## config.mk

```make
export PLATFORM = sky130hd
export DESIGN_NAME = pid_compensator_flat
export DESIGN_NICKNAME = d
export VERILOG_FILES = /design/src/rtl/pid_compensator_if.sv /design/src/rtl/pid_compensator.sv /design/src/flat_wrapper.sv
export SDC_FILE = /design/constraint.sdc
export NUM_CORES = 1
export LEC_CHECK = 0
export ABC_CLOCK_PERIOD_IN_PS = 12590
export BUFFER_PORTS_ARGS = -buffer_cell sky130_fd_sc_hd__buf_2
export CAP_MARGIN = 20
export CORE_ASPECT_RATIO = 1.5
export CORE_UTILIZATION = 35
export DETAILED_ROUTE_END_ITERATION = 10
export SYNTH_ARGS = -nofsm -noshare
export SYNTH_HDL_FRONTEND = slang
export SYNTH_SLANG_ARGS = --single-unit
```

## constraint.sdc

```tcl
create_clock -name clk -period 12.59 [get_ports clk]
set_input_delay 2.518 -clock clk [delete_from_list [all_inputs] [get_ports clk]]
set_output_delay 2.518 -clock clk [all_outputs]
set_load 0.005 [all_outputs]
```

## src/rtl/pid_compensator_if.sv

```systemverilog
// ADC-sample in / duty-command out bundle of the buck-loop PID compensator.
interface pid_compensator_if;
    logic [7:0] vref;
    logic [7:0] adc_data;
    logic       adc_valid;
    logic [8:0] d_n_out;
    logic       d_valid;
    logic       busy;
    logic       overrun;

    modport master (
        output vref, adc_data, adc_valid,
        input  d_n_out, d_valid, busy, overrun
    );

    modport slave (
        input  vref, adc_data, adc_valid,
        output d_n_out, d_valid, busy, overrun
    );
endinterface

```

## src/rtl/pid_compensator.sv

```systemverilog
// Velocity-form PID for the buck loop: one shared multiplier, IDLE/MA/MB/MC/SAT FSM.
// Optional soft-start duty ramp: define COMP_SOFTSTART_EN.
module pid_compensator #(
`ifdef COMP_SOFTSTART_EN
    parameter int SS_STEP = 4,
`endif
    parameter int COEF_W = 10,
    parameter int FRAC   = 6,
    parameter int ACC_W  = 24,
    parameter int KA     = 64,
    parameter int KB     = -96,
    parameter int KC     = 40,
    parameter int DMIN   = 0,
    parameter int DMAX   = 460
) (
    input logic              clk,
    input logic              rst,
    pid_compensator_if.slave bus
);

    localparam int PW = COEF_W + 9;
    localparam int YW = ACC_W - FRAC;
    localparam logic signed [YW-1:0] P_MIN = YW'(DMIN);

    typedef enum logic [2:0] {
        S_IDLE, S_MA, S_MB, S_MC, S_SAT
    } state_t;

    state_t                   r_state;
    logic signed [8:0]        r_e0, r_e1, r_e2;
    logic signed [ACC_W-1:0]  r_acc;
    logic [8:0]               r_dout;
    logic                     r_dvalid;
    logic                     r_busy;
    logic                     r_overrun;

    logic signed [8:0]        w_e_new;
    logic signed [COEF_W-1:0] w_coef;
    logic signed [8:0]        w_err;
    logic signed [PW-1:0]     w_prod;
    logic signed [ACC_W-1:0]  w_prod_ext;
    logic signed [YW-1:0]     w_y;
    logic signed [YW-1:0]     w_lim_s;
    logic [8:0]               w_lim;
    logic [8:0]               w_clamp;
    logic                     w_accept;

    assign w_e_new  = $signed({1'b0, bus.vref}) - $signed({1'b0, bus.adc_data});
    assign w_accept = bus.adc_valid && (r_state == S_IDLE);

    always_comb begin
        w_coef = '0;
        w_err  = '0;
        case (r_state)
            S_MA:    begin w_coef = COEF_W'(KA); w_err = r_e0; end
            S_MB:    begin w_coef = COEF_W'(KB); w_err = r_e1; end
            S_MC:    begin w_coef = COEF_W'(KC); w_err = r_e2; end
            default: begin w_coef = '0;          w_err = '0;   end
        endcase
    end

    assign w_prod     = w_coef * w_err;
    assign w_prod_ext = {{(ACC_W-PW){w_prod[PW-1]}}, w_prod};
    assign w_y        = r_acc[ACC_W-1:FRAC];
    assign w_lim_s    = {{(YW-9){1'b0}}, w_lim};

    always_comb begin
        w_clamp = w_y[8:0];
        if (w_y < P_MIN)
            w_clamp = 9'(DMIN);
        else if (w_y > w_lim_s)
            w_clamp = w_lim;
    end

`ifdef COMP_SOFTSTART_EN
    localparam int SSW = (SS_STEP > 1) ? $clog2(SS_STEP) : 1;

    logic [8:0]     r_lim;
    logic [SSW-1:0] r_ss_cnt;

    // Limit ramps one LSB per SS_STEP accepted samples, counted at acceptance.
    always_ff @(posedge clk or negedge rst) begin
        if (!rst) begin
            r_lim    <= 9'(DMIN);
            r_ss_cnt <= '0;
        end else if (w_accept) begin
            if (r_ss_cnt == SSW'(SS_STEP - 1)) begin
                r_ss_cnt <= '0;
                if (r_lim < 9'(DMAX))
                    r_lim <= r_lim + 9'd1;
            end else begin
                r_ss_cnt <= r_ss_cnt + SSW'(1);
            end
        end
    end

    assign w_lim = r_lim;
`else
    assign w_lim = 9'(DMAX);
`endif

    always_ff @(posedge clk or negedge rst) begin
        if (!rst) begin
            r_state   <= S_IDLE;
            r_e0      <= '0;
            r_e1      <= '0;
            r_e2      <= '0;
            r_acc     <= '0;
            r_dout    <= '0;
            r_dvalid  <= 1'b0;
            r_busy    <= 1'b0;
            r_overrun <= 1'b0;
        end else begin
            r_dvalid <= 1'b0;
            if (bus.adc_valid && r_state != S_IDLE)
                r_overrun <= 1'b1;
            case (r_state)
                S_IDLE: begin
                    if (w_accept) begin
                        r_e0    <= w_e_new;
                        r_busy  <= 1'b1;
                        r_state <= S_MA;
                    end
                end
                S_MA: begin
                    r_acc   <= r_acc + w_prod_ext;
                    r_state <= S_MB;
                end
                S_MB: begin
                    r_acc   <= r_acc + w_prod_ext;
                    r_state <= S_MC;
                end
                S_MC: begin
                    r_acc   <= r_acc + w_prod_ext;
                    r_state <= S_SAT;
                end
                S_SAT: begin
                    // Writing back the clamped value is the anti-windup.
                    r_acc    <= {{(ACC_W-9-FRAC){1'b0}}, w_clamp, {FRAC{1'b0}}};
                    r_e2     <= r_e1;
                    r_e1     <= r_e0;
                    r_dout   <= w_clamp;
                    r_dvalid <= 1'b1;
                    r_busy   <= 1'b0;
                    r_state  <= S_IDLE;
                end
                default: r_state <= S_IDLE;
            endcase
        end
    end

    assign bus.d_n_out = r_dout;
    assign bus.d_valid = r_dvalid;
    assign bus.busy    = r_busy;
    assign bus.overrun = r_overrun;

endmodule
```

## src/flat_wrapper.sv

```systemverilog
// flat-port wrapper written by rule: the top's interface ports become plain ports
module pid_compensator_flat 
#(

    parameter int COEF_W = 10,
    parameter int FRAC   = 6,
    parameter int ACC_W  = 24,
    parameter int KA     = 64,
    parameter int KB     = -96,
    parameter int KC     = 40,
    parameter int DMIN   = 0,
    parameter int DMAX   = 460
)
  (clk, rst, bus_vref, bus_adc_data, bus_adc_valid, bus_d_n_out, bus_d_valid, bus_busy, bus_overrun);
  pid_compensator_if bus_i ();
  input logic clk;
  input logic rst;
  input wire logic [$bits(bus_i.vref)-1:0] bus_vref;
  input wire logic [$bits(bus_i.adc_data)-1:0] bus_adc_data;
  input wire logic [$bits(bus_i.adc_valid)-1:0] bus_adc_valid;
  output wire logic [$bits(bus_i.d_n_out)-1:0] bus_d_n_out;
  output wire logic [$bits(bus_i.d_valid)-1:0] bus_d_valid;
  output wire logic [$bits(bus_i.busy)-1:0] bus_busy;
  output wire logic [$bits(bus_i.overrun)-1:0] bus_overrun;
  assign bus_i.vref = bus_vref;
  assign bus_i.adc_data = bus_adc_data;
  assign bus_i.adc_valid = bus_adc_valid;
  assign bus_d_n_out = bus_i.d_n_out;
  assign bus_d_valid = bus_i.d_valid;
  assign bus_busy = bus_i.busy;
  assign bus_overrun = bus_i.overrun;
  pid_compensator #(.COEF_W(COEF_W), .FRAC(FRAC), .ACC_W(ACC_W), .KA(KA), .KB(KB), .KC(KC), .DMIN(DMIN), .DMAX(DMAX)) u_core (.clk(clk), .rst(rst), .bus(bus_i));
endmodule
```

==> results.ini <==
[setup_path]
worstPathRequired_ns = 12.81
crit_chain = buf_4 -> nand2b_1 -> nor2_1 -> and2_1 -> nor2_1 -> nor2_1 -> fa_1 -> fa_1 -> inv_1 -> fa_1 -> inv_1 -> fa_1 -> inv_1 -> fa_1 -> inv_1 -> ha_1 -> a21oi_2 -> a21oi_1 -> nand2b_4 -> a221o_1 -> or3_1 -> a32o_1
critPathCapture = u_core.r_acc[22]$_DFFE_PN0P_
critical-path-top-delay-family = adder cells
r2r_end = u_core.r_acc[22]$_DFFE_PN0P_
cp_max_fo = 42
crit_path_start = u_core.r_state[2]$_DFFE_PN0P_
r2r_cells = 22
timing.rr.start = u_core.r_state[2]$_DFFE_PN0P_
end_kind = flop
startpoint_type = flop
cp_common_cell = fa_1
worst-path-buf-inv = 5
critPathKind = reg2reg
cpMaxStageDelayCell = fa_1
slowest_delay_ns = 0.55
reg2reg_slack_ns = 6.00
cp.arrival_ns = 6.81
cp.depth = 22

[global_route]
grt_max_degree = 64
grt_pass1_vias = 4773
grt_pass1_wl_microns = 22800
track_usage_pct = 15.7
antenna_found_initial = 0
gr-total-overflow = 0

[place]
port_buffers = 30
hpwl_microns = 10800
place_congestion = 0.847
dpl_worst_slack_ns = 6.03
placed_area_sq_um = 6630

[worst_hold_path]
worstHoldPathType = reg2reg

[detailed_routing]
via_per_inst = 5.03
drt_pass1_iterations = 4
wl_per_cell_microns = 14.9
drt-initial-drc-count = 127
drc_errors = 0
detail_route.wirelength_microns = 13300
ant_nets = 0
vias = 4516

[yosys]
synth_edf_count = 0
ys_ff_latch = 63
yosysWarnings = 0
syn-num-nets = 796
yosys-top-cells-count = inv_1, ha_1, dfrtp_1, fa_1, nand2_1
yosys.area.top_type = dfrtp_1
synth_cell_types = 56
synth_top_area_share_pct = 25.3
syn_inst = 650
synth_top_cells_by_area = dfrtp_1, fa_1, ha_1
avgSynthCellArea_sq_um = 9.60
async_flop_share_pct = 100
synth_most_common_cell = inv_1
ys.flop_type = dfrtp_1
netlist_area_sq_um = 6240
ys_seq_area_share_pct = 25.3

[die]
core-area_sq_um = 17400
initial_core_util_pct = 35.8
die-height_microns = 165
die_x_microns = 111
rows = 59
dieArea_sq_um = 18400
io_pins = 31

[clocking]
h-tree-depth = 3
cts_setup_buffers = 0
clk_latency_ns = 0.34
clockBufferDepth = 2
cts.repair.resized = 0
clkTransAtPathRegs_ns = 0.06
cts_buffers = 9
cts-root-buf = clkbuf_16
cts_hold_buf = 0
cts_sinks = 63
cts_tree = yes

[sta]
slew_violations = 0
fin_crit_sh_pct = 52.3
worst_slack_ns = 6.00
skew_ns = 0.00691
final.setup.tns_ns = 0
hold_viol = 0
fin_crit_ns = 6.59
worst_pin_slew_ns = 0.963
fmaxAchievable_ghz = 0.152
setup_viol = 0
maxSlewHeadroom_pct = 35.8
rsz0062_at_grt = no

[finish]
drive_above_1_share_pct = 10.5
fillCellCount = 1727
areaGrowthSynthToFinish_pct = 11.6
fin_area_sq_um = 6960
fin_util_pct = 39.9
final_nets = 826
diodes = 0

[run_status]
status = completed

[run]
drv_cap = 0

final cells by class:
class	instances	area, sq um	area share [%]
Tap cell	213	267	3.83
Sequential cell	63	1580	22.7
Inverter	118	443	6.36
Clock buffer	9	225	3.24
Timing Repair Buffer	35	188	2.70
Clock inverter	7	104	1.49
Multi-Input combinational cell	453	4160	59.7
how the worst min path moves through the flow:
stage	cells past startpoint	end	startpoint
final	1	u_core.bus.overrun$_DFFE_PN0P_	u_core.bus.overrun$_DFFE_PN0P_
after global routing	1	u_core.bus.overrun$_DFFE_PN0P_	u_core.bus.overrun$_DFFE_PN0P_
after CTS	2	u_core.bus.d_n_out[6]$_DFFE_PN0P_	u_core.bus.d_n_out[6]$_DFFE_PN0P_
after detailed placement	2	u_core.bus.busy$_DFFE_PN0P_	u_core.bus.busy$_DFFE_PN0P_
after global placement	1	u_core.bus.overrun$_DFFE_PN0P_	u_core.bus.overrun$_DFFE_PN0P_
after floorplan	1	u_core.r_e2[0]$_DFFE_PN0P_	u_core.r_e2[0]$_DFFE_PN0P_
state kept, by name, summed over array words and instances (netlist names):
register            flops
u_core.r_e1             9
u_core.bus.overrun      1
u_core.r_acc           21
u_core.bus.busy         1
u_core.r_e0             9
u_core.r_e2             9
u_core.r_state          3
u_core.bus.d_valid      1
u_core.bus.d_n_out      9
metal layers:
| layer | share of wire (%) | vias up | track usage (%) |
|---|---|---|---|
| li1 | - | 2229 | - |
| met1 | 42 | 2207 | 17.2 |
| met2 | 54 | 58 | 30.3 |
| met3 | 2.3 | 22 | 2.19 |
| met4 | 2.4 | 0 | 6.85 |
| met5 | 0 | - | 0 |
kinds of logic after synthesis:
family,synth area share [%]
AO/OA/AOI/OAI,13.2
XOR/XNOR,3.35
adder cells (fa/ha/maj),32.8
buffers and inverters,8.08
flip-flops,25.3
multiplexers,4.69
AND/OR/NAND/NOR,12.6
placed cells by master, fill, tap and decap left out, types with 8 or more instances in the layout:
| master | instances |
|---|---|
| o211ai_1 | 16 |
| nand2_1 | 46 |
| inv_1 | 117 |
| dfrtp_1 | 63 |
| fa_1 | 61 |
| mux2_1 | 9 |
| and2_1 | 21 |
| nor3_1 | 11 |
| o21ai_1 | 12 |
| a21oi_1 | 24 |
| clkbuf_16 | 9 |
| ha_1 | 66 |
| nand3_1 | 9 |
| o21ai_0 | 15 |
| o31ai_1 | 10 |
| nor2_1 | 30 |
| buf_2 | 30 |
| mux2i_1 | 9 |
| a21o_1 | 8 |
| xnor2_1 | 19 |
| mux2_2 | 9 |
per-stage QoR:
step | std cells | hold slack [ns]
floorplan | 650 | 0.449
global placement | 882 | 0.453
detailed placement | 882 | 0.465
CTS | 898 | 0.481
global route | 898 | 0.495
finish | 898 | 0.468
worst register-to-register path: cells and delay by family, from the launching register on:
family / cells / cell delay (ns)
compound gates: 4 / 0.84
flops: 1 / 0.37
simple gates: 7 / 1.78
fa+ha+maj: 6 / 2.96
buf+inv: 5 / 0.50
Power is not shown: default switching activity piles up to over one toggle a cycle in this logic, so the estimate is an artifact.
